==> src/rtl/button_conditioner.sv <==
// Multi-channel push-button conditioner: per-channel synchronizer, debounce FSM, press/release pulses.
// Optional auto-repeat of press pulses while held is enabled by defining BTN_AUTOREPEAT_EN.
module button_conditioner #(
    parameter int N_BTN           = 4,
    parameter int SYNC_STAGES     = 2,
    parameter int DEBOUNCE_CYCLES = 4,
    parameter int REPEAT_DELAY    = 16,
    parameter int REPEAT_PERIOD   = 8
) (
    input  logic               clk,
    input  logic               reset,
    input  logic [N_BTN-1:0]   in,
    output logic [N_BTN-1:0]   press,
    output logic [N_BTN-1:0]   released,
    output logic [N_BTN-1:0]   level,
    output logic               any_press,
    output logic [2*N_BTN-1:0] dbg_state
);

    localparam logic [1:0] IDLE         = 2'd0;
    localparam logic [1:0] PRESS_WAIT   = 2'd1;
    localparam logic [1:0] HELD         = 2'd2;
    localparam logic [1:0] RELEASE_WAIT = 2'd3;

    localparam int              CW       = $clog2(DEBOUNCE_CYCLES) + 1;
    localparam logic [CW-1:0]   CNT_LAST = CW'(DEBOUNCE_CYCLES - 1);

    if (N_BTN < 1 || N_BTN > 16 || SYNC_STAGES < 2 || DEBOUNCE_CYCLES < 2 ||
        REPEAT_DELAY < 2 || REPEAT_PERIOD < 2) begin : g_param_check
        $error("button_conditioner: parameter out of range");
    end

    logic [N_BTN-1:0] sync_q [SYNC_STAGES];
    logic [N_BTN-1:0] s;

    always_ff @(posedge clk or negedge reset) begin
        if (!reset) begin
            for (int k = 0; k < SYNC_STAGES; k++) sync_q[k] <= '0;
        end else begin
            sync_q[0] <= in;
            for (int k = 1; k < SYNC_STAGES; k++) sync_q[k] <= sync_q[k-1];
        end
    end

    assign s = sync_q[SYNC_STAGES-1];

    for (genvar i = 0; i < N_BTN; i++) begin : g_ch
        logic [1:0]    state;
        logic [CW-1:0] cnt;
        logic          press_q;
        logic          release_q;

`ifdef BTN_AUTOREPEAT_EN
        localparam int RMAX = (REPEAT_DELAY > REPEAT_PERIOD) ? REPEAT_DELAY : REPEAT_PERIOD;
        localparam int RCW  = $clog2(RMAX + 1);
        logic [RCW-1:0] rcnt;
        logic [RCW-1:0] rcnt_inc;
        logic           rep_phase;
        assign rcnt_inc = rcnt + RCW'(1);
`endif

        always_ff @(posedge clk or negedge reset) begin
            if (!reset) begin
                state     <= IDLE;
                cnt       <= '0;
                press_q   <= 1'b0;
                release_q <= 1'b0;
`ifdef BTN_AUTOREPEAT_EN
                rcnt      <= '0;
                rep_phase <= 1'b0;
`endif
            end else begin
                press_q   <= 1'b0;
                release_q <= 1'b0;
                case (state)
                    IDLE: begin
`ifdef BTN_AUTOREPEAT_EN
                        rcnt      <= '0;
                        rep_phase <= 1'b0;
`endif
                        if (s[i]) begin
                            state <= PRESS_WAIT;
                            cnt   <= CW'(1);
                        end else begin
                            cnt <= '0;
                        end
                    end
                    PRESS_WAIT: begin
                        if (!s[i]) begin
                            state <= IDLE;
                            cnt   <= '0;
                        end else if (cnt == CNT_LAST) begin
                            state   <= HELD;
                            cnt     <= '0;
                            press_q <= 1'b1;
`ifdef BTN_AUTOREPEAT_EN
                            rcnt      <= '0;
                            rep_phase <= 1'b0;
`endif
                        end else begin
                            cnt <= cnt + CW'(1);
                        end
                    end
                    HELD: begin
                        if (!s[i]) begin
                            state <= RELEASE_WAIT;
                            cnt   <= CW'(1);
                        end
`ifdef BTN_AUTOREPEAT_EN
                        // First repeat after REPEAT_DELAY held cycles, then every REPEAT_PERIOD.
                        else begin
                            rcnt <= rcnt_inc;
                            if (rcnt_inc == (rep_phase ? RCW'(REPEAT_PERIOD) : RCW'(REPEAT_DELAY))) begin
                                press_q   <= 1'b1;
                                rcnt      <= '0;
                                rep_phase <= 1'b1;
                            end
                        end
`endif
                    end
                    RELEASE_WAIT: begin
                        if (s[i]) begin
                            state <= HELD;
                            cnt   <= '0;
                        end else if (cnt == CNT_LAST) begin
                            state     <= IDLE;
                            cnt       <= '0;
                            release_q <= 1'b1;
                        end else begin
                            cnt <= cnt + CW'(1);
                        end
                    end
                    default: begin
                        state <= IDLE;
                        cnt   <= '0;
                    end
                endcase
            end
        end

        assign press[i]           = press_q;
        assign released[i]        = release_q;
        assign level[i]           = state[1];
        assign dbg_state[2*i +: 2] = state;
    end

    assign any_press = |press;

endmodule
==> config.mk <==
export PLATFORM = sky130hd
export DESIGN_NAME = button_conditioner
export DESIGN_NICKNAME = d
export VERILOG_FILES = /design/src/rtl/button_conditioner.sv
export SDC_FILE = /design/constraint.sdc
export NUM_CORES = 1
export LEC_CHECK = 0
export BUFFER_PORTS_ARGS = -buffer_cell sky130_fd_sc_hd__buf_2
export CAP_MARGIN = 15
export CORE_AREA = 2 2 55 57
export CTS_CLUSTER_SIZE = 28
export DETAILED_ROUTE_END_ITERATION = 6
export DIE_AREA = 0 0 57 59
export PLACE_DENSITY = 0.86
export SYNTH_ARGS = -nofsm -noshare
export SYNTH_HDL_FRONTEND = slang
export SYNTH_SLANG_ARGS = --single-unit
==> constraint.sdc <==
create_clock -name clk -period 3.2 [get_ports clk]
set_input_delay 0.96 -clock clk [delete_from_list [all_inputs] [get_ports clk]]
set_output_delay 0.96 -clock clk [all_outputs]
set_load 0.02 [all_outputs]
==> results of run 1 <==
[cells by family (layout without fill, tap and decap cells)]
logic type	after synthesis	count (layout)	synth area share, %
DFF	36	36	59.6
buffers and inverters	14	33	6.62
xor gates and xnor gates	4	4	2.32
AOI/OAI and AO/OA	17	17	8.11
muxes	4	4	2.98
and+or+nand+nor	45	45	17.1
adders and majority gates	4	4	3.31
[area by class of cell]
| cell class | count | area share, % |
|---|---|---|
| repair buffers | 26 | 7.90 |
| multi-input cells | 74 | 31.1 |
| well taps | 31 | 2.36 |
| flip-flops and latches | 36 | 54.7 |
| clock buffers | 7 | 3.95 |
[per-stage QoR]
| step | utilization [%] | power [µW] | cell area (µm²) | hold slack, ns |
|---|---|---|---|---|
| 2_1_floorplan | - | 1020 | 1510 | 0.331 |
| 3_3_place_gp | 58.4 | 1100 | 1580 | 0.331 |
| 3_5_place_dp | 58.4 | 1130 | 1580 | 0.336 |
| 4_1_cts | 60.8 | 1380 | 1650 | 0.358 |
| 5_1_grt | 60.8 | 1460 | 1650 | 0.368 |
| 6_report | 60.8 | 1360 | 1650 | 0.355 |
[report_power, final]
| part | switching (µW) | total [µW] | internal [µW] |
|---|---|---|---|
| clock network | 130 | 254 | 124 |
| logic | 237 | 428 | 191 |
| registers | 128 | 679 | 551 |
[layout by cell type (no fill, tap or decap)]
master / count
o21a_1: 4
o211a_1: 1
nor3_1: 3
nand3b_1: 1
mux2_2: 4
buf_2: 26
nand3_1: 1
dfrtp_1: 36
o31ai_1: 1
nor3b_1: 9
and2b_1: 1
nor2b_2: 1
nor2_1: 7
clkbuf_4: 5
nand4b_1: 1
nand2_1: 14
o32ai_1: 4
nand2b_1: 4
clkbuf_8: 2
o22ai_1: 1
nor2b_4: 2
or4_1: 1
a21oi_1: 4
xnor2_1: 4
o21ai_0: 1
ha_1: 4
o2bb2ai_1: 1
[per-layer routing]
| metal | up-vias | part of all wire (%) | global-route usage (%) | wire [µm] |
|---|---|---|---|---|
| li1 | 458 | - | - | - |
| met1 | 451 | 41 | 16.5 | 886 |
| met2 | 27 | 51 | 26.3 | 1110 |
| met3 | 6 | 7.0 | 6.77 | 154 |
| met4 | 0 | 1.7 | 7.31 | 37 |
| met5 | - | 0 | 0 | 0 |
[path summary, 6_finish.rpt]
| path | end | startpoint | slack, ns | cells past startpoint |
|---|---|---|---|---|
| max | any_press | g_ch[1].press_q$_DFF_PN0_ | 0.86 | 2 |
| min | s[0]$_DFF_PN0_ | sync_q[4]$_DFF_PN0_ | 0.36 | 0 |
| max reg2reg | register | g_ch[3].cnt[0]$_DFFE_PN0P_ | 1.84 | 4 |
| min reg2reg | s[0]$_DFF_PN0_ | sync_q[4]$_DFF_PN0_ | 0.36 | 0 |
| max in group asynchronous | sync_q[4]$_DFF_PN0_ | reset | 2.05 | 1 |
| min in group asynchronous | g_ch[1].cnt[0]$_DFFE_PN0P_ | reset | 0.68 | 1 |
[worst register-to-register path: cells and delay by family, from the launching register on]
| family | cells | cell delay, ns |
|---|---|---|
| and+or+nand+nor | 2 | 0.29 |
| adders and majority gates | 1 | 0.21 |
| muxes | 1 | 0.34 |
| DFF | 1 | 0.42 |
==> metrics.cfg, run 1 <==
[global_route]
grt_pass1_wl_mm = 3.86
grt-ovfl-total = 0
antenna_found_initial = 0
grt_max_degree = 37
grt_pass1_vias = 915
track_usage_pct = 15.4

[synthesis]
yosysWarningCount = 0
synth_seq_area_share_pct = 59.6
synth.top_cell.area_share_pct = 59.6
synth-main-ff-cell = dfrtp_1
synth_area_leaders = dfrtp_1 60%, buf_4 6.0%, nor3b_1 4.5%, nand2_1 3.5%, ha_1 3.3%
synthesis.area_um2 = 1510
synth_most_common_cell = dfrtp_1
avgSynthCellArea_um2 = 12.2
synth_edf_count = 0
netlist_instances = 124
syn-num-nets = 134
yosys_register_bits = 36
synthTopCellsByCount = 36 x dfrtp_1, 14 x nand2_1, 12 x buf_4
synth_top_cell_by_area = dfrtp_1
yosysUniqueCellTypes = 26
synthArstFlopShare_pct = 100

[worst_setup_path]
worstSetupEndpointType = primary output
cp_max_fo = 2
path_cells = or4_1, buf_2
max_stage_delay_ns = 0.50
path_buf_inv = 1
cp.arrival_ns = 1.38
cpMaxStageDelayCell = or4_1
worstSetupStartpointType = register
crit_required_ns = 2.24
crit_family = simple AND/OR/NAND/NOR gates
critical_path_class = register to primary output

[power]
cellPowerDensity_nw_per_um2 = 827
peakVddDrop_mv = 0.617
leakage_uw = 0.000789

[route]
vias = 942
wl_per_cell_um = 12.6
route.detailed.drc = 0
drtPass1Iterations = 4
vias_per_cell = 5.41
routed_wirelength_mm = 2.19
drtAntennaViolNets = 0
drtIter0Drc = 61

[die]
die_width_um = 57
floorplan.initialDensity_pct = 55.8
die_h_um = 59
core_area_um2 = 2710
io_pins = 27
die_area_um2 = 3360
rows = 19

[sta]
clock_skew_ns = 0.00522
setup_slack_ns = 0.862
finalSetupViolations = 0
fmax_ghz = 0.428
period_needed_ns = 2.34
slew_headroom_pct = 51.2
fin_setup_tns_ns = 0
rsz0062_at_grt = false
post-route-period-util_pct = 73.1
worstMarginPinSlew_ns = 0.732
finalMaxSlewViolations = 0
hold_viol = 0

[placed_design]
dp_hpwl_mm = 1.67
dpl_worst_slack_ns = 1.22
portBuffers = 26
gp_congestion = 0.779
dp_cells = 167

[final_layout]
nFillCells = 226
drive_gt1_share_pct = 28.0
diodes = 0
stdcell_count = 174
nNetsFinal = 153
seq_area_um2 = 901
multi_input_area_um2 = 512
area_delta_synth_final_pct = 8.85

[clock_network]
cts_sinks = 36
numCtsBuffers = 5
cts_tree = yes
cts_resized = 0
cts-hold-fix-buffers = 0
htreeDepth = 2
clk-insertion-delay-late_ns = 0.33
post-cts-setup-buffer-count = 0
path_clk_slew_ns = 0.10
clock_path_buffers = 2
ctsRootBufferMaster = clkbuf_4

[min_path]
min_path_type = register to register

[job]
max_cap_viol_count = 0

[run_status]
status = finished, final reports clean

Note: power is estimated with default switching activity, not from simulation.
==> run 2, diff against run 1 <==
ABC_AREA = 1   (was not set)
CORE_AREA = 2 2 58 60   (was 2 2 55 57)
DIE_AREA = 0 0 60 62   (was 0 0 57 59)
PLACE_DENSITY = 0.81   (was 0.86)
clock period = 2.45 ns   (was 3.2 ns; I/O delays follow)
==> metrics.cfg, run 2 <==
[run_status]
status = finished, final reports clean

[route]
drtIter0Drc = 85  ; +39%
vias_per_cell = 4.86  ; -10%
vias = 1153  ; +22%
routed_wirelength_mm = 2.54  ; +16%
drtAntennaViolNets = 0  ; unchanged
route.detailed.drc = 0  ; unchanged
drtPass1Iterations = 4  ; unchanged
wl_per_cell_um = 10.7  ; -15%

[clock_network]
cts-hold-fix-buffers = 0  ; unchanged
cts_sinks = 36  ; unchanged
cts_tree = yes
numCtsBuffers = 5  ; unchanged
htreeDepth = 2  ; unchanged
clock_path_buffers = 2  ; unchanged
post-cts-setup-buffer-count = 0  ; unchanged
clk-insertion-delay-late_ns = 0.33  ; about the same
ctsRootBufferMaster = clkbuf_4
path_clk_slew_ns = 0.11  ; about the same
cts_resized = 0  ; unchanged

[placed_design]
portBuffers = 26  ; unchanged
placed_cell_area_um2 = 1690  ; +6.6%
gp_congestion = 0.874  ; +12%
dp_hpwl_mm = 1.80  ; +7.9%
dpl_worst_slack_ns = 1.02  ; -0.202 ns

[synthesis]
avgSynthCellArea_um2 = 9.40  ; -23%
yosysWarningCount = 0  ; unchanged
synth_edf_count = 0  ; unchanged
yosys_register_bits = 36  ; unchanged
synth-main-ff-cell = dfrtp_1
syn-num-nets = 179  ; +34%
yosysUniqueCellTypes = 14  ; -46%
synthTopCellsByCount = 36 x dfrtp_1, 31 x nand2_1, 22 x inv_1
synth_most_common_cell = dfrtp_1
synth_top_cell_by_area = dfrtp_1
synth.top_cell.area_share_pct = 56.7  ; -2.8 points
synthesis.area_um2 = 1590  ; +5.0%
netlist_instances = 169  ; +36%
synth_area_leaders = dfrtp_1 57%, nand2_1 7.3%, buf_4 5.7%, nand4_1 5.5%, inv_1 5.2%
synthArstFlopShare_pct = 100  ; unchanged
synth_seq_area_share_pct = 56.7  ; -2.8 points

[sta]
period_needed_ns = 1.81
rsz0062_at_grt = false
hold_viol = 0  ; unchanged
timing.hold.ws_ns = 0.357  ; +0.00215 ns
finalMaxSlewViolations = 0  ; unchanged
fmax_ghz = 0.554
fin_setup_tns_ns = 0  ; unchanged
setup_slack_ns = 0.644  ; -0.217 ns
slew_headroom_pct = 50.0  ; -1.3 points
worstMarginPinSlew_ns = 0.751  ; +0.0191 ns
clock_skew_ns = 0.00958  ; +0.00436 ns
post-route-period-util_pct = 73.7
finalSetupViolations = 0  ; unchanged

[min_path]
min_path_type = register to register
whs_path_depth = 0  ; unchanged
min_from = sync_q[6]$_DFF_PN0_

[power]
leakage_uw = 0.000955  ; +21%
cellPowerDensity_nw_per_um2 = 940  ; +14%
peakVddDrop_mv = 0.420  ; -32%

[worst_setup_path]
cp.arrival_ns = 1.07  ; -0.31 ns
worstSetupPathDepth = 1  ; -1
crit_family = flip-flops
worstSetupEndpointType = primary output
cp_max_fo = 9  ; +7
max_stage_delay_ns = 0.52  ; +0.02 ns
path_cells = buf_2
path_buf_inv = 1  ; unchanged
ff2ff_path_depth = 4  ; unchanged
critical_path_class = register to primary output
crit_required_ns = 1.71  ; -0.53 ns
cpMaxStageDelayCell = dfrtp_1
r2r_slack_ns = 1.33  ; -0.51 ns
r2r-start = g_ch[0].cnt[0]$_DFFE_PN0P_
worstSetupStartpointType = register

[die]
core_area_um2 = 3180  ; +17%
floorplan.initialDensity_pct = 49.9  ; -5.9 points
die_area_um2 = 3720  ; +11%
io_pins = 27  ; unchanged
rows = 21  ; +2
die_h_um = 62  ; +5.1%
die_width_um = 60  ; +5.3%

[final_layout]
layout_commonest_cell = dfrtp_1
nNetsFinal = 200  ; +31%
finalInstanceArea_um2 = 1740  ; +5.9%
diodes = 0  ; unchanged
area_delta_synth_final_pct = 9.85
drive_gt1_share_pct = 20.9  ; -7.0 points
final_cell_mix = 36 x dfrtp_1, 31 x nand2_1, 26 x buf_2

[job]
max_cap_viol_count = 0  ; unchanged

[global_route]
track_usage_pct = 15.4  ; about the same
grt-ovfl-total = 0  ; unchanged
grt_max_degree = 37  ; unchanged
grt_pass1_vias = 1021  ; +12%
antenna_found_initial = 0  ; unchanged
grt_pass1_wl_mm = 4.19  ; +8.6%

## run 2: changes by cell type after synthesis, sizes merged, moves of 4 or more
cell    previous run  this run
xnor2              4         0
nand2b             4         0
mux2               4         0
nor3b              9         0
inv                0        22
nand4              0        14
o21a               4         0
nor2               7        16
nand3              1        16
nand2             14        37
o32ai              4         0
## run 2: final cells by class
class,count,area [µm²]
fill,286,1440
sequential,36,901
multi-input combinational,99,514
timing repair buffer,26,130
inverter,22,82.6
clock buffer,8,58.8
tap,46,57.6
## run 2: stage by stage
stage / power, µW / util [%] / cells
2_1_floorplan: 1200 / - / 169
3_3_place_gp: 1310 / 53.0 / 229
3_5_place_dp: 1330 / 53.0 / 229
4_1_cts: 1660 / 54.9 / 237
5_1_grt: 1780 / 54.9 / 237
6_report: 1640 / 54.9 / 237
## run 2: final timing paths
kind | to
max in group asynchronous | sync_q[6]$_DFF_PN0_
worst max register to register | g_ch[0].cnt[1]$_DFFE_PN0P_
worst max-delay path | dbg_state[1]
worst min-delay path | s[2]$_DFF_PN0_
worst min register to register | s[2]$_DFF_PN0_
min in group asynchronous | g_ch[0].cnt[2]$_DFFE_PN0P_
## run 2: per-layer routing
metal	GRT usage (%)	up-vias	wire length, µm
li1	-	578	-
met1	18.6	533	1190
met2	25.5	37	1180
met3	3.73	5	138
met4	8.57	0	42
met5	0	-	0
## run 2: report_power, final
group	total [µW]	switching, µW	internal, µW
clock network	326	184	142
registers	841	141	700
logic	473	309	165
## run 2: cell families after synthesis
group | share of synthesized area (%)
compound gates | 4.26
fa+ha+maj | 3.15
buf+inv | 10.9
flops | 56.7
simple gates | 25.0
